===== src/rtl/mips_boot_loader.sv =====
// Boot loader: receives a length-prefixed, XOR-checksummed program image over a byte stream,
// writes it word by word into MIPS memory and releases the core once the image verifies.
module mips_boot_loader #(
  parameter int unsigned MAX_WORDS = 256,
  parameter logic [31:0] BASE_ADDR = 32'h0000_0000
) (
  input  logic        clk,
  input  logic        rst_n,
  input  logic [7:0]  in_data,
  input  logic        in_valid,
  output logic        in_ready,
  input  logic        reload,
  output logic        mem_we,
  output logic [31:0] mem_addr,
  output logic [31:0] mem_wdata,
  output logic        core_rst_n,
  output logic        done,
  output logic        error
);

  typedef enum logic [2:0] {
    StLenHi,
    StLenLo,
    StData,
    StCsum,
    StRun,
    StError
  } state_e;

  state_e      state_q;
  logic [15:0] len_q;
  logic [17:0] byte_cnt_q;
  logic [23:0] word_q;
  logic [7:0]  csum_q;

  logic        accept;
  logic [15:0] len_full;
  logic        len_ok;
  logic        last_byte;

  always_comb begin
    in_ready = 1'b0;
    unique case (state_q)
      StLenHi, StLenLo, StData, StCsum: in_ready = 1'b1;
      default:                          in_ready = 1'b0;
    endcase
  end

  assign accept    = in_valid & in_ready;
  assign len_full  = {len_q[15:8], in_data};
  assign len_ok    = (len_full != 16'd0) && ({16'd0, len_full} <= MAX_WORDS);
  assign last_byte = byte_cnt_q == ({len_q, 2'b00} - 18'd1);

  always_ff @(posedge clk or negedge rst_n) begin
    if (!rst_n) begin
      state_q    <= StLenHi;
      len_q      <= '0;
      byte_cnt_q <= '0;
      word_q     <= '0;
      csum_q     <= '0;
      mem_we     <= 1'b0;
      mem_addr   <= '0;
      mem_wdata  <= '0;
      core_rst_n <= 1'b0;
      done       <= 1'b0;
      error      <= 1'b0;
    end else begin
      mem_we <= 1'b0;
      // reload wins over a byte transferred in the same cycle
      if (reload) begin
        state_q    <= StLenHi;
        len_q      <= '0;
        byte_cnt_q <= '0;
        word_q     <= '0;
        csum_q     <= '0;
        core_rst_n <= 1'b0;
        done       <= 1'b0;
        error      <= 1'b0;
      end else if (accept) begin
        unique case (state_q)
          StLenHi: begin
            len_q[15:8] <= in_data;
            state_q     <= StLenLo;
          end
          StLenLo: begin
            len_q <= len_full;
            if (len_ok) begin
              state_q <= StData;
            end else begin
              state_q <= StError;
              error   <= 1'b1;
            end
          end
          StData: begin
            word_q     <= {word_q[15:0], in_data};
            csum_q     <= csum_q ^ in_data;
            byte_cnt_q <= byte_cnt_q + 18'd1;
            if (byte_cnt_q[1:0] == 2'd3) begin
              mem_we    <= 1'b1;
              mem_wdata <= {word_q, in_data};
              mem_addr  <= BASE_ADDR + {14'd0, byte_cnt_q[17:2], 2'b00};
            end
            if (last_byte) begin
              state_q <= StCsum;
            end
          end
          StCsum: begin
            if (in_data == csum_q) begin
              state_q    <= StRun;
              done       <= 1'b1;
              core_rst_n <= 1'b1;
            end else begin
              state_q <= StError;
              error   <= 1'b1;
            end
          end
          default: ;
        endcase
      end
    end
  end

endmodule


===== config.mk =====
export PLATFORM = sky130hd
export DESIGN_NAME = mips_boot_loader
export DESIGN_NICKNAME = d
export VERILOG_FILES = /design/src/rtl/mips_boot_loader.sv
export SDC_FILE = /design/constraint.sdc
export NUM_CORES = 1
export LEC_CHECK = 0
export ABC_CLOCK_PERIOD_IN_PS = 5500
export CORE_MARGIN = 2
export CORE_UTILIZATION = 47
export CTS_BUF_LIST = sky130_fd_sc_hd__clkbuf_8
export CTS_CLUSTER_DIAMETER = 100
export DETAILED_ROUTE_END_ITERATION = 16
export PLACE_DENSITY = 0.7
export SKIP_LAST_GASP = 1
export SLEW_MARGIN = 15
export SYNTH_ARGS = -nofsm -noshare
export SYNTH_HDL_FRONTEND = slang
export SYNTH_SLANG_ARGS = --single-unit

===== constraint.sdc =====
create_clock -name clk -period 5.5 [get_ports clk]
set_input_delay 1.1 -clock clk [delete_from_list [all_inputs] [get_ports clk]]
set_output_delay 1.1 -clock clk [all_outputs]
set_load 0.1 [all_outputs]

==> flow_summary.html <==
<table>
<tr><th>Metric</th><th>Value</th></tr>
<tr><th colspan="2">Run status</th></tr>
<tr><td>Result of the run</td><td>completed</td></tr>
<tr><th colspan="2">Routing</th></tr>
<tr><td>Total via count in the routed design</td><td>between 4000 and 5000</td></tr>
<tr><td>Average routed wire per standard cell</td><td>15.1 microns</td></tr>
<tr><td>Final ANT Viol Nets</td><td>0</td></tr>
<tr><td>Number of design-rule violations left by the first detailed-router iteration</td><td>221</td></tr>
<tr><td>Avg Vias per Cell</td><td>5.22</td></tr>
<tr><td>Total detailed-routing wirelength</td><td>11900 microns</td></tr>
<tr><td>1st-pass router iterations</td><td>7</td></tr>
<tr><td>Total DRC errors in the routed layout</td><td>0</td></tr>
<tr><th colspan="2">Floorplan</th></tr>
<tr><td>Initial core utilization</td><td>roughly 48%</td></tr>
<tr><td>Number of I/O pins</td><td>81</td></tr>
<tr><td>Cell row count</td><td>40</td></tr>
<tr><td>Area of the die</td><td>13000 sq um</td></tr>
<tr><td>Die Y</td><td>114 microns</td></tr>
<tr><td>Overall die width</td><td>approximately 110 microns</td></tr>
<tr><td>Core area</td><td>11900 sq um</td></tr>
<tr><th colspan="2">Timing</th></tr>
<tr><td>Worst slew margin relative to its limit</td><td>33.8%</td></tr>
<tr><td>Final Hold Viols</td><td>0</td></tr>
<tr><td>Slew at the pin closest to its max-slew limit</td><td>990 ps</td></tr>
<tr><td>Final min period</td><td>between 3000 and 4000 ps</td></tr>
<tr><td>FMAX</td><td>between 200 and 300 MHz</td></tr>
<tr><td>Final setup viols</td><td>0</td></tr>
<tr><td>Post-route clock period utilization</td><td>between 60 and 70%</td></tr>
<tr><td>Clock Skews</td><td>9.57 ps</td></tr>
<tr><td>Setup TNS</td><td>0 ps</td></tr>
<tr><td>Max-slew violations</td><td>0</td></tr>
<tr><td>Unrepaired setup endpoints after global routing</td><td>no</td></tr>
<tr><th colspan="2">Worst setup path</th></tr>
<tr><td>Top fanout value on the critical path</td><td>31</td></tr>
<tr><td>Reg-to-Reg End</td><td>mem_wdata[14]</td></tr>
<tr><td>Most common cell on crit path</td><td>nand2_1</td></tr>
<tr><td>CP endpoint kind</td><td>flip-flop</td></tr>
<tr><td>Data required time of the critical path</td><td>5870 ps</td></tr>
<tr><td>Crit path from</td><td>in_valid</td></tr>
<tr><td>CP max stage delay</td><td>550 ps</td></tr>
<tr><td>Critical path, cell by cell</td><td>clkdlybuf4s50_1 &gt; and4bb_2 &gt; buf_4 &gt; nand2_1 &gt; or2_2 &gt; buf_4 &gt; inv_2 &gt; nand2_1 &gt; nand2_1</td></tr>
<tr><td>Type of the setup path with the least slack</td><td>primary input to flip-flop</td></tr>
<tr><td>Crit-path slowest cell</td><td>or2_2</td></tr>
<tr><td>Launch point of the worst reg-to-reg path</td><td>state_q[0]</td></tr>
<tr><td>Register-to-register path setup slack</td><td>2770 ps</td></tr>
<tr><td>Crit path launch type</td><td>primary input</td></tr>
<tr><td>Number of cell instances on the worst register-to-register path</td><td>8</td></tr>
<tr><td>WP data arrival</td><td>3720 ps</td></tr>
<tr><th colspan="2">Global routing</th></tr>
<tr><td>Global-route wire length before repair</td><td>20000 microns</td></tr>
<tr><td>Antenna violations before repair</td><td>0</td></tr>
<tr><td>Residual overflow from global routing</td><td>0</td></tr>
<tr><td>GR Util All Layers</td><td>19.5%</td></tr>
<tr><td>Maximum number of pins on one net before global-route repair</td><td>a little under 90</td></tr>
<tr><td>Via count of the first global-routing pass</td><td>4092</td></tr>
<tr><th colspan="2">Placed design</th></tr>
<tr><td>RePlAce Congestion</td><td>0.797</td></tr>
<tr><td>Dpl hpwl</td><td>7980 microns</td></tr>
<tr><td>IO buf count</td><td>64</td></tr>
<tr><td>Cell count after placement</td><td>757</td></tr>
<tr><th colspan="2">Layout</th></tr>
<tr><td>Number of filler instances in the final layout</td><td>1045</td></tr>
<tr><td>N_diodes</td><td>0</td></tr>
<tr><td>Net total in the final layout</td><td>around 640</td></tr>
<tr><td>Commonest cells after routing, fill and taps aside</td><td>149 x nand2_1, 120 x dfrtp_1, 62 x clkdlybuf4s50_1</td></tr>
<tr><td>FF+latch area</td><td>3000 sq um</td></tr>
<tr><td>Most frequent standard cell in the layout excluding fill and tap cells</td><td>nand2_1</td></tr>
<tr><td>Multi-input logic area</td><td>2420 sq um</td></tr>
<tr><td>Layout overhead on the synthesized area</td><td>18.3%</td></tr>
<tr><td>Number of standard cells in the final layout excluding fillers</td><td>788</td></tr>
<tr><td>Fraction of final layout cells with drive strength greater than 1</td><td>between 10% and 20%</td></tr>
<tr><td>Final design utilization</td><td>around 56%</td></tr>
<tr><th colspan="2">Logic synthesis</th></tr>
<tr><td>Fraction of post-synthesis cell area in the top cell type by area</td><td>a little over half</td></tr>
<tr><td>Area contributors post-synth</td><td>dfrtp_1 53%, nand2_1 9.8%, xor2_1 5.2%</td></tr>
<tr><td>Synthesized area</td><td>5690 sq um</td></tr>
<tr><td>Sequential-to-total area share from yosys stat</td><td>52.8%</td></tr>
<tr><td>Gate count of the mapped netlist</td><td>577</td></tr>
<tr><td>Post-synth EDFFs</td><td>0</td></tr>
<tr><td>Primary flip-flop cell chosen by synthesis mapping</td><td>dfrtp_1</td></tr>
<tr><td>FFs w/ async S/R, synth</td><td>between 90% and 100%</td></tr>
<tr><td>Synthesis-stage register bit count</td><td>120</td></tr>
<tr><td>Count of unique library cells instantiated by Yosys</td><td>50</td></tr>
<tr><td>Warnings from Yosys</td><td>0</td></tr>
<tr><td>Dominant cell type by area after synthesis</td><td>dfrtp_1</td></tr>
<tr><td>Synthesized area per cell</td><td>between 9 and 10 sq um</td></tr>
<tr><th colspan="2">Clock network</th></tr>
<tr><td>Hold-fix buffers, CTS</td><td>0</td></tr>
<tr><td>TritonCTS Buffers</td><td>17</td></tr>
<tr><td>Total of cells resized after clock tree synthesis</td><td>0</td></tr>
<tr><td>Clk sinks</td><td>120</td></tr>
<tr><td>CTS tree</td><td>built</td></tr>
<tr><td>Setup Fix Bufs, Post-CTS</td><td>0</td></tr>
<tr><td>Reg clk slew, reported paths</td><td>about 70 ps</td></tr>
<tr><td>Number of H-tree levels</td><td>4</td></tr>
<tr><td>CTS Root Buffer Type</td><td>clkbuf_8</td></tr>
<tr><td>Clk Latency, worst-skew pair</td><td>between 400 and 500 ps</td></tr>
<tr><td>Max clock buf depth</td><td>2</td></tr>
<tr><th colspan="2">Hold path</th></tr>
<tr><td>Hold path cells</td><td>2</td></tr>
<tr><td>Min-delay src</td><td>word_q[17]</td></tr>
<tr><td>Path class of the lowest-slack min-delay path</td><td>flip-flop to flip-flop</td></tr>
<tr><td>Hold path endpoint</td><td>mem_wdata[25]</td></tr>
<tr><th colspan="2">Pwr</th></tr>
<tr><td>Power per standard cell area</td><td>295 nW/um^2</td></tr>
<tr><td>Worst vdd ir</td><td>151 uV</td></tr>
<tr><td>P_leak</td><td>3.12 nW</td></tr>
<tr><th colspan="2">Flow run</th></tr>
<tr><td>Max Cap Viol</td><td>0</td></tr>
</table>
flip-flops by register name, indices dropped and copies added, names as in the netlist:
register	flops
csum_q	8
mem_addr	16
state_q	3
error	1
mem_wdata	32
mem_we	1
len_q	16
done	1
byte_cnt_q	18
word_q	24
synthesized netlist by cell type, drive strengths merged (7+ instances only):
master  number
nand3        9
nand2      149
mux2        24
mux2i        9
xnor2       20
clkbuf      23
buf         27
nor2        51
nor4         7
nand4        9
a21oi       36
xor2        34
inv          7
dfrtp      120
nor3         8
cells by family (layout without fill, tap and decap cells):
family | Yosys count | count (layout) | share of synthesized area, %
AO/OA/AOI/OAI | 55 | 55 | 5.94
other | 1 | 16 | 0.0659
adder cells (fa/ha/maj) | 2 | 2 | 0.440
XOR/XNOR | 54 | 54 | 8.32
flip-flops | 120 | 120 | 52.8
multiplexers | 33 | 33 | 6.34
buffers and inverters | 57 | 106 | 5.61
AND/OR/NAND/NOR | 255 | 255 | 20.5
routing by layer:
metal  vias up  part of all wire [%]  GRT usage (%)  routed length (microns)
met3        22                   3.6           3.72                      431
met2        97                    49           30.8                     5790
met5         -                     0              0                        0
li1       1978                     -              -                        -
met1      2016                    46           26.4                     5420
met4         0                   1.9           9.02                      230
stage by stage:
stage / power, mW / area, sq um / hold WS [ps] / setup WS, ps
floorplan: 1.12 / 5740 / 439 / 3000
global placement: 1.16 / 6300 / 453 / 1820
detailed placement: 1.17 / 6300 / 461 / 1700
CTS: 2.00 / 6720 / 475 / 2150
global route: 2.07 / 6730 / 503 / 1960
finish: 1.99 / 6730 / 473 / 2150
power by group:
part / internal, mW / switching [mW] / leakage (nW)
combinational: 0.0752 / 0.161 / 1.23
sequential: 0.895 / 0.0230 / 1.67
clock: 0.502 / 0.331 / 0.219
layout make-up:
class                           instances  area share [%]
Clock buffer                           22            4.50
Tap cell                              147            2.73
Sequential cell                       120            44.6
Multi-Input combinational cell        415            36.0
Inverter                                7           0.391
Timing Repair Buffer                   68            9.91
Clock inverter                          9            1.82
critical path: cells and delay by family:
kind,cells,cell delay (ps)
buf+inv,4,1480
simple gates,5,1110
worst max path at each step:
stage / end / slack (ps)
floorplan: mem_addr[16] / 3000
global placement: mem_wdata[24] / 1820
detailed placement: mem_wdata[14] / 1700
CTS: mem_wdata[14] / 2150
global route: mem_wdata[14] / 1960
finish: mem_wdata[14] / 2150
No activity file was read; power rests on OpenSTA's default activity.
